`config.mk`:
```
export PLATFORM = sky130hd
export DESIGN_NAME = etapa_ex_flat
export DESIGN_NICKNAME = d
export VERILOG_FILES = /design/src/rtl/etapa_ex_if.sv /design/src/rtl/etapa_ex.sv /design/src/flat_wrapper.sv
export SDC_FILE = /design/constraint.sdc
export NUM_CORES = 1
export LEC_CHECK = 0
export BUFFER_PORTS_ARGS = -buffer_cell sky130_fd_sc_hd__buf_4
export CAP_MARGIN = 40
export CORE_MARGIN = 4
export CORE_UTILIZATION = 45
export CTS_CLUSTER_DIAMETER = 80
export DETAILED_ROUTE_END_ITERATION = 8
export PLACE_DENSITY = 0.68
export SLEW_MARGIN = 10
export SYNTH_ARGS = -nofsm -noshare
export SYNTH_HDL_FRONTEND = slang
export SYNTH_SLANG_ARGS = --single-unit
```
`constraint.sdc`:
```
create_clock -name clk -period 5.3 [get_ports clk]
set_input_delay 0.265 -clock clk [delete_from_list [all_inputs] [get_ports clk]]
set_output_delay 0.265 -clock clk [all_outputs]
set_load 0.05 [all_outputs]
```
`src/rtl/etapa_ex_if.sv`:
```
// ID/EX -> EX -> EX/MEM bundle for the JOF32 execute stage.
// master drives the instruction bundle and observes the result; slave is the stage.
interface etapa_ex_if #(
  parameter int W = 32
);
  logic         in_valid;
  logic         flush;
  logic [4:0]   opcode_in;
  logic [W-1:0] in_a;
  logic [W-1:0] in_b;
  logic [W-1:0] inmediate_in;
  logic [W-1:0] shamt_in;
  logic [3:0]   rd_in;
  logic [3:0]   rt_in;
  logic [1:0]   alu_sel_in;
  logic         dir_sl_in;
  logic         mem_wr_in;
  logic         reg_wr_in;
  logic         sel_wb_in;
  logic         sel_ld_in;

  logic         stall;
  logic         out_valid;
  logic [W-1:0] result;
  logic [W-1:0] store_data;
  logic         zero;
  logic         ovf;
  logic [3:0]   rd_out;
  logic [3:0]   rt_out;
  logic [4:0]   opcode_out;
  logic         mem_wr_out;
  logic         reg_wr_out;
  logic         sel_wb_out;
  logic         sel_ld_out;

  modport master (
    output in_valid, flush, opcode_in, in_a, in_b, inmediate_in, shamt_in,
           rd_in, rt_in, alu_sel_in, dir_sl_in, mem_wr_in, reg_wr_in,
           sel_wb_in, sel_ld_in,
    input  stall, out_valid, result, store_data, zero, ovf, rd_out, rt_out,
           opcode_out, mem_wr_out, reg_wr_out, sel_wb_out, sel_ld_out
  );

  modport slave (
    input  in_valid, flush, opcode_in, in_a, in_b, inmediate_in, shamt_in,
           rd_in, rt_in, alu_sel_in, dir_sl_in, mem_wr_in, reg_wr_in,
           sel_wb_in, sel_ld_in,
    output stall, out_valid, result, store_data, zero, ovf, rd_out, rt_out,
           opcode_out, mem_wr_out, reg_wr_out, sel_wb_out, sel_ld_out
  );
endinterface

```
`src/rtl/etapa_ex.sv`:
```
// JOF32 execute stage: single-cycle add/sub/AND, iterative one-bit-per-cycle shifter
// that holds the upstream pipeline with a registered stall while shifting.
module etapa_ex #(
  parameter int W = 32
) (
  input logic        clk,
  input logic        rst_n,
  etapa_ex_if.slave  ex
);

  typedef enum logic {
    IDLE,
    SHIFT
  } state_t;

  localparam logic [1:0] ALU_ADD = 2'b00;
  localparam logic [1:0] ALU_SUB = 2'b01;
  localparam logic [1:0] ALU_AND = 2'b10;
  localparam logic [1:0] ALU_SHF = 2'b11;

  state_t       state_q, state_d;
  logic [W-1:0] acc_q, acc_d;
  logic [4:0]   cnt_q, cnt_d;
  logic         dir_q, dir_d;
  logic         stall_q, stall_d;
  logic         out_valid_q, out_valid_d;
  logic [W-1:0] result_q, result_d;
  logic [W-1:0] store_data_q, store_data_d;
  logic         zero_q, zero_d;
  logic         ovf_q, ovf_d;
  logic [3:0]   rd_q, rd_d;
  logic [3:0]   rt_q, rt_d;
  logic [4:0]   opcode_q, opcode_d;
  // {mem_wr, reg_wr, sel_wb, sel_ld}
  logic [3:0]   ctrl_q, ctrl_d;

  logic [W-1:0] op_b;
  logic [W-1:0] sum;
  logic [W-1:0] diff;
  logic [W-1:0] alu_r;
  logic         alu_ovf;
  logic [W-1:0] acc_shifted;
  logic [4:0]   shift_n;

  assign op_b        = ex.opcode_in[4] ? ex.inmediate_in : ex.in_b;
  assign sum         = ex.in_a + op_b;
  assign diff        = ex.in_a - op_b;
  assign shift_n     = ex.shamt_in[4:0];
  assign acc_shifted = dir_q ? (acc_q >> 1) : (acc_q << 1);

  // Single-cycle ALU; a shift only reaches this path when its length is zero.
  always_comb begin
    // NOTE: every always_comb output gets a default first so no path leaves it unassigned (no latch).
    alu_r   = '0;
    alu_ovf = 1'b0;
    unique case (ex.alu_sel_in)
      ALU_ADD: begin
        alu_r   = sum;
        alu_ovf = (ex.in_a[W-1] == op_b[W-1]) && (sum[W-1] != ex.in_a[W-1]);
      end
      ALU_SUB: begin
        alu_r   = diff;
        alu_ovf = (ex.in_a[W-1] != op_b[W-1]) && (diff[W-1] != ex.in_a[W-1]);
      end
      ALU_AND: alu_r = ex.in_a & op_b;
      ALU_SHF: alu_r = ex.in_a;
    endcase
  end

  always_comb begin
    state_d      = state_q;
    acc_d        = acc_q;
    cnt_d        = cnt_q;
    dir_d        = dir_q;
    stall_d      = 1'b0;
    out_valid_d  = 1'b0;
    result_d     = result_q;
    store_data_d = store_data_q;
    zero_d       = zero_q;
    ovf_d        = ovf_q;
    rd_d         = rd_q;
    rt_d         = rt_q;
    opcode_d     = opcode_q;
    ctrl_d       = ctrl_q;

    // Flush wins over both acceptance and shift completion.
    if (ex.flush) begin
      state_d = IDLE;
    end else begin
      unique case (state_q)
        IDLE: begin
          if (ex.in_valid) begin
            store_data_d = ex.in_b;
            rd_d         = ex.rd_in;
            rt_d         = ex.rt_in;
            opcode_d     = ex.opcode_in;
            ctrl_d       = {ex.mem_wr_in, ex.reg_wr_in, ex.sel_wb_in, ex.sel_ld_in};
            if ((ex.alu_sel_in == ALU_SHF) && (shift_n != 5'd0)) begin
              acc_d   = ex.in_a;
              cnt_d   = shift_n;
              dir_d   = ex.dir_sl_in;
              stall_d = 1'b1;
              state_d = SHIFT;
            end else begin
              result_d    = alu_r;
              zero_d      = (alu_r == '0);
              ovf_d       = alu_ovf;
              out_valid_d = 1'b1;
            end
          end
        end
        SHIFT: begin
          acc_d = acc_shifted;
          cnt_d = cnt_q - 5'd1;
          if (cnt_q == 5'd1) begin
            result_d    = acc_shifted;
            zero_d      = (acc_shifted == '0);
            ovf_d       = 1'b0;
            out_valid_d = 1'b1;
            state_d     = IDLE;
          end else begin
            stall_d = 1'b1;
          end
        end
      endcase
    end
  end

  always_ff @(posedge clk or negedge rst_n) begin
    if (!rst_n) begin
      state_q      <= IDLE;
      acc_q        <= '0;
      cnt_q        <= '0;
      dir_q        <= 1'b0;
      stall_q      <= 1'b0;
      out_valid_q  <= 1'b0;
      result_q     <= '0;
      store_data_q <= '0;
      zero_q       <= 1'b0;
      ovf_q        <= 1'b0;
      rd_q         <= '0;
      rt_q         <= '0;
      opcode_q     <= '0;
      ctrl_q       <= '0;
    end else begin
      // NOTE: non-blocking assignments so every register samples pre-edge values.
      state_q      <= state_d;
      acc_q        <= acc_d;
      cnt_q        <= cnt_d;
      dir_q        <= dir_d;
      stall_q      <= stall_d;
      out_valid_q  <= out_valid_d;
      result_q     <= result_d;
      store_data_q <= store_data_d;
      zero_q       <= zero_d;
      ovf_q        <= ovf_d;
      rd_q         <= rd_d;
      rt_q         <= rt_d;
      opcode_q     <= opcode_d;
      ctrl_q       <= ctrl_d;
    end
  end

  assign ex.stall      = stall_q;
  assign ex.out_valid  = out_valid_q;
  assign ex.result     = result_q;
  assign ex.store_data = store_data_q;
  assign ex.zero       = zero_q;
  assign ex.ovf        = ovf_q;
  assign ex.rd_out     = rd_q;
  assign ex.rt_out     = rt_q;
  assign ex.opcode_out = opcode_q;
  // Control fields must never leak out of an invalid slot.
  assign ex.mem_wr_out = out_valid_q & ctrl_q[3];
  assign ex.reg_wr_out = out_valid_q & ctrl_q[2];
  assign ex.sel_wb_out = out_valid_q & ctrl_q[1];
  assign ex.sel_ld_out = out_valid_q & ctrl_q[0];

endmodule

```
`src/flat_wrapper.sv`:
```
// flat-port wrapper written by rule: the top's interface ports become plain ports
module etapa_ex_flat 
#(
  parameter int W = 32
)
  (clk, rst_n, ex_in_valid, ex_flush, ex_opcode_in, ex_in_a, ex_in_b, ex_inmediate_in, ex_shamt_in, ex_rd_in, ex_rt_in, ex_alu_sel_in, ex_dir_sl_in, ex_mem_wr_in, ex_reg_wr_in, ex_sel_wb_in, ex_sel_ld_in, ex_stall, ex_out_valid, ex_result, ex_store_data, ex_zero, ex_ovf, ex_rd_out, ex_rt_out, ex_opcode_out, ex_mem_wr_out, ex_reg_wr_out, ex_sel_wb_out, ex_sel_ld_out);
  etapa_ex_if #(.W(W)) ex_i ();
  input logic clk;
  input logic rst_n;
  input wire logic [$bits(ex_i.in_valid)-1:0] ex_in_valid;
  input wire logic [$bits(ex_i.flush)-1:0] ex_flush;
  input wire logic [$bits(ex_i.opcode_in)-1:0] ex_opcode_in;
  input wire logic [$bits(ex_i.in_a)-1:0] ex_in_a;
  input wire logic [$bits(ex_i.in_b)-1:0] ex_in_b;
  input wire logic [$bits(ex_i.inmediate_in)-1:0] ex_inmediate_in;
  input wire logic [$bits(ex_i.shamt_in)-1:0] ex_shamt_in;
  input wire logic [$bits(ex_i.rd_in)-1:0] ex_rd_in;
  input wire logic [$bits(ex_i.rt_in)-1:0] ex_rt_in;
  input wire logic [$bits(ex_i.alu_sel_in)-1:0] ex_alu_sel_in;
  input wire logic [$bits(ex_i.dir_sl_in)-1:0] ex_dir_sl_in;
  input wire logic [$bits(ex_i.mem_wr_in)-1:0] ex_mem_wr_in;
  input wire logic [$bits(ex_i.reg_wr_in)-1:0] ex_reg_wr_in;
  input wire logic [$bits(ex_i.sel_wb_in)-1:0] ex_sel_wb_in;
  input wire logic [$bits(ex_i.sel_ld_in)-1:0] ex_sel_ld_in;
  output wire logic [$bits(ex_i.stall)-1:0] ex_stall;
  output wire logic [$bits(ex_i.out_valid)-1:0] ex_out_valid;
  output wire logic [$bits(ex_i.result)-1:0] ex_result;
  output wire logic [$bits(ex_i.store_data)-1:0] ex_store_data;
  output wire logic [$bits(ex_i.zero)-1:0] ex_zero;
  output wire logic [$bits(ex_i.ovf)-1:0] ex_ovf;
  output wire logic [$bits(ex_i.rd_out)-1:0] ex_rd_out;
  output wire logic [$bits(ex_i.rt_out)-1:0] ex_rt_out;
  output wire logic [$bits(ex_i.opcode_out)-1:0] ex_opcode_out;
  output wire logic [$bits(ex_i.mem_wr_out)-1:0] ex_mem_wr_out;
  output wire logic [$bits(ex_i.reg_wr_out)-1:0] ex_reg_wr_out;
  output wire logic [$bits(ex_i.sel_wb_out)-1:0] ex_sel_wb_out;
  output wire logic [$bits(ex_i.sel_ld_out)-1:0] ex_sel_ld_out;
  assign ex_i.in_valid = ex_in_valid;
  assign ex_i.flush = ex_flush;
  assign ex_i.opcode_in = ex_opcode_in;
  assign ex_i.in_a = ex_in_a;
  assign ex_i.in_b = ex_in_b;
  assign ex_i.inmediate_in = ex_inmediate_in;
  assign ex_i.shamt_in = ex_shamt_in;
  assign ex_i.rd_in = ex_rd_in;
  assign ex_i.rt_in = ex_rt_in;
  assign ex_i.alu_sel_in = ex_alu_sel_in;
  assign ex_i.dir_sl_in = ex_dir_sl_in;
  assign ex_i.mem_wr_in = ex_mem_wr_in;
  assign ex_i.reg_wr_in = ex_reg_wr_in;
  assign ex_i.sel_wb_in = ex_sel_wb_in;
  assign ex_i.sel_ld_in = ex_sel_ld_in;
  assign ex_stall = ex_i.stall;
  assign ex_out_valid = ex_i.out_valid;
  assign ex_result = ex_i.result;
  assign ex_store_data = ex_i.store_data;
  assign ex_zero = ex_i.zero;
  assign ex_ovf = ex_i.ovf;
  assign ex_rd_out = ex_i.rd_out;
  assign ex_rt_out = ex_i.rt_out;
  assign ex_opcode_out = ex_i.opcode_out;
  assign ex_mem_wr_out = ex_i.mem_wr_out;
  assign ex_reg_wr_out = ex_i.reg_wr_out;
  assign ex_sel_wb_out = ex_i.sel_wb_out;
  assign ex_sel_ld_out = ex_i.sel_ld_out;
  etapa_ex #(.W(W)) u_core (.clk(clk), .rst_n(rst_n), .ex(ex_i));
endmodule
```
==> results.sh <==
export IMPL_crit_path_end_kind="flop"
export IMPL_slew_viol_final=0
export IMPL_path_max_fanout=16
export IMPL_synth_fp_nets=1551
export IMPL_synth_seq_area_share_pct=28.4
export IMPL_cts_buffers=17
export IMPL_synth_xor_area_share_pct=1.78
export IMPL_layout_setup_ws_ns=1.02
export IMPL_core_area_um2=23500
export IMPL_antenna_found_initial=0
export IMPL_synth_most_common_cell="o21ai_0"
export IMPL_synthArstFlopShare_pct=100
export IMPL_synth_edff_count=0
export IMPL_start_kind="primary input"
export IMPL_ys_warn_count=0
export IMPL_finalInstanceArea_um2=13300
export IMPL_cts_root_buf="clkbuf_16"
export IMPL_rsz0062_at_grt="false"
export IMPL_worstSetupPathType="in -> reg"
export IMPL_hp_class="in -> reg"
export IMPL_wl_per_cell_um=19.7
export IMPL_syn_inst=1323
export IMPL_setup_viol=0
export IMPL_synth_simple_area_share_pct=17.7
export IMPL_wl_um=35800
export IMPL_critPathRequiredTime_ns=5.65
export IMPL_arrival_ns=4.63
export IMPL_io_pins=237
export IMPL_relSlewSlack_pct=46.7
export IMPL_cp_slowest_cell="a2111o_1"
export IMPL_place_area_um2=12600
export IMPL_dieArea_um2=26600
export IMPL_hpwlAfterDp_um=27400
export IMPL_crit_top_cell="o21ai_0"
export IMPL_grt_ovfl_total=0
export IMPL_power_leakage_nw=6.17
export IMPL_cts_sinks=123
export IMPL_ys_flop_type="dfrtp_1"
export IMPL_syn_to_final_growth_pct=22.4
export IMPL_synth_area_top_cells="dfrtp_1 28%, ha_1 8.5%, o21ai_0 6.9%"
export IMPL_gp_congestion=0.984
export IMPL_cap_violations=0
export IMPL_layout_nets=1717
export IMPL_synth_top_cell_area_share_pct=28.4
export IMPL_path_cells="buf_4 > mux2_2 > ha_1 > fa_1 > nor2b_1 > o2111ai_1 > a2111o_1 > a31oi_1 > a31oi_2 > o21ai_0 > o2bb2ai_1 > xnor2_1 > o21ai_0 > or3_1 > o31ai_2"
export IMPL_track_usage_pct=26.4
export IMPL_grt_first_pass_wirelength_um=56000
export IMPL_dr_pass1_iters=8
export IMPL_die_h_um=163
export IMPL_fin_skew_ns=0.0110
export IMPL_min_period_ns=4.28
export IMPL_row_count=56
export IMPL_die_w_um=163
export IMPL_clkLatencyLatePin_ns=0.44
export IMPL_ys_ff_latch=123
export IMPL_io_buffers=209
export IMPL_finalPower_mw=4.63
export IMPL_post_route_drc_count=0
export IMPL_power_per_cell_area_nw_per_um2=349
export IMPL_synth_mux_area_share_pct=13.8
export IMPL_grt_pass1_vias=10400
export IMPL_finalSetupTns_ns=0
export IMPL_post_cts_resized=0
export IMPL_yosysUniqueCellTypes=85
export IMPL_clockBufferDepth=2
export IMPL_clk_pin_slew_ns=0.07
export IMPL_grt_max_degree=67
export IMPL_drt_iter0_drc=933
export IMPL_vdd_drop_max_mv=0.188
export IMPL_syn_area_um2=10800
export IMPL_cts_tree="built"
export IMPL_antenna_left=0
export IMPL_dp_slack_ns=0.685
export IMPL_vias_per_cell=5.95
export IMPL_synth_top_area_cell="dfrtp_1"
export IMPL_status="completed"
export IMPL_antennaDiodeCount=0
export IMPL_start_util_pct=46.0
export IMPL_worstMarginPinSlew_ns=0.800
export IMPL_slowest_delay_ns=0.53
export IMPL_hold_viol_final=0
export IMPL_vias=10800
export IMPL_yosys_area_share_adder_pct=8.92
export IMPL_drive_gt1_share_pct=23.6
export IMPL_fmax_ghz=0.234
export IMPL_synth_compound_area_share_pct=24.2
export IMPL_synth_area_per_cell_um2=8.19
export IMPL_h_tree_depth=4
export IMPL_period_share_pct=80.8
export IMPL_ys_top_cells_by_count="149 x o21ai_0, 147 x nand2_1, 123 x dfrtp_1"
export IMPL_synth_top_family_by_area="compound AO/OA/AOI/OAI gates"
[critical path, delay by kind of cell]
kind / cells / cell delay, ns
compound gates: 8 / 2.20
xor+xnor: 1 / 0.14
fa+ha+maj: 2 / 0.63
buf+inv: 1 / 0.29
mux: 1 / 0.46
simple gates: 2 / 0.63
[through the flow]
step / instances / utilization [%] / hold WS (ns)
CTS: 1821 / 56.3 / 0.0517
floorplan: 1323 / - / -0.0306
global placement: 1786 / 53.5 / 0.455
detailed placement: 1788 / 53.7 / 0.264
global route: 1821 / 56.3 / 0.0561
finish: 1821 / 56.3 / 0.0618
[timing repair]
action,4_1_cts,5_1_grt
hold buffers,1,0
buffers inserted,0,0
hold endpoints to repair,34,0
endpoints found under the setup margin,0,0
[power breakdown]
| group | switching [mW] | leakage (nW) | total [mW] | internal, mW |
|---|---|---|---|---|
| sequential | 0.161 | 1.50 | 1.32 | 1.15 |
| clock | 0.553 | 0.289 | 1.23 | 0.674 |
| combinational | 1.34 | 4.38 | 2.08 | 0.745 |
[flip-flops by register name, indices dropped and copies added, names as in the netlist]
name / cells
u_core.ex.store_data: 32
u_core.ex.ovf: 1
u_core.ex.rt_out: 4
u_core.dir_q: 1
u_core.ex.rd_out: 4
u_core.state_q: 1
u_core.ex.out_valid: 1
u_core.acc_q: 32
u_core.ex.zero: 1
u_core.ex.result: 32
u_core.cnt_q: 5
u_core.ctrl_q: 4
u_core.ex.opcode_out: 5
[final timing paths]
| kind | startpoint | endpoint | slack, ns | depth (start not counted) |
|---|---|---|---|---|
| max in group asynchronous | rst_n | u_core.state_q | 3.68 | 4 |
| hold reg to reg | u_core.ex.result[5] | u_core.ex.result[5] | 0.48 | 2 |
| setup reg to reg | u_core.cnt_q[2] | u_core.ex.zero | 2.27 | 12 |
| min in group asynchronous | rst_n | u_core.ex.opcode_out[2] | 0.32 | 2 |
| setup / recovery | ex_opcode_in[4] | u_core.ex.zero | 1.02 | 15 |
| hold / removal | ex_rd_in[3] | u_core.ex.rd_out[3] | 0.06 | 2 |
[layer usage]
metal  vias up  track usage (%)  share of wire [%]
met5         -                0                  0
met4         0             6.98                1.6
met3        35             4.72                9.5
met2       507             40.7                 44
met1      5151             38.3                 45
li1       5133                -                  -
[cells by family (layout without fill, tap and decap cells)]
family / count (synthesis) / in the layout
xor gates and xnor gates: 22 / 22
muxes: 138 / 138
buffers and inverters: 144 / 323
AOI/OAI and AO/OA: 408 / 408
DFF: 123 / 123
adders and majority gates: 76 / 76
and+or+nand+nor: 412 / 412
[placed cells by master (no fill, tap or decap), drive strengths merged, types with 4 or more instances in the layout]
master,n
buf,223
o21ai,151
nand2,147
dfrtp,123
nor2,109
a21oi,87
inv,75
mux2i,74
ha,74
mux2,61
nor3,27
a211oi,24
nand3,20
nor2b,18
a21o,17
clkbuf,17
nor4,15
xnor2,15
o211ai,14
a31oi,12
nand2b,12
o31ai,12
nand4,11
o21bai,9
and3,9
or2,9
and2,8
o21a,8
xor2,7
or4,7
or3,7
a221oi,7
o22ai,6
nor3b,5
a31o,4
o2bb2ai,4
a211o,4
a22oi,4
clkinv,4
[area by class of cell]
cell class / instances / area (µm²)
fillers: 2209 / 10300
multi-input cells: 1056 / 7210
flip-flops and latches: 123 / 3080
repair buffers: 224 / 1720
clock buffers: 17 / 425
well taps: 319 / 399
inverters: 67 / 251
clock inverters: 15 / 175
Power figures use the tool's default switching activity.
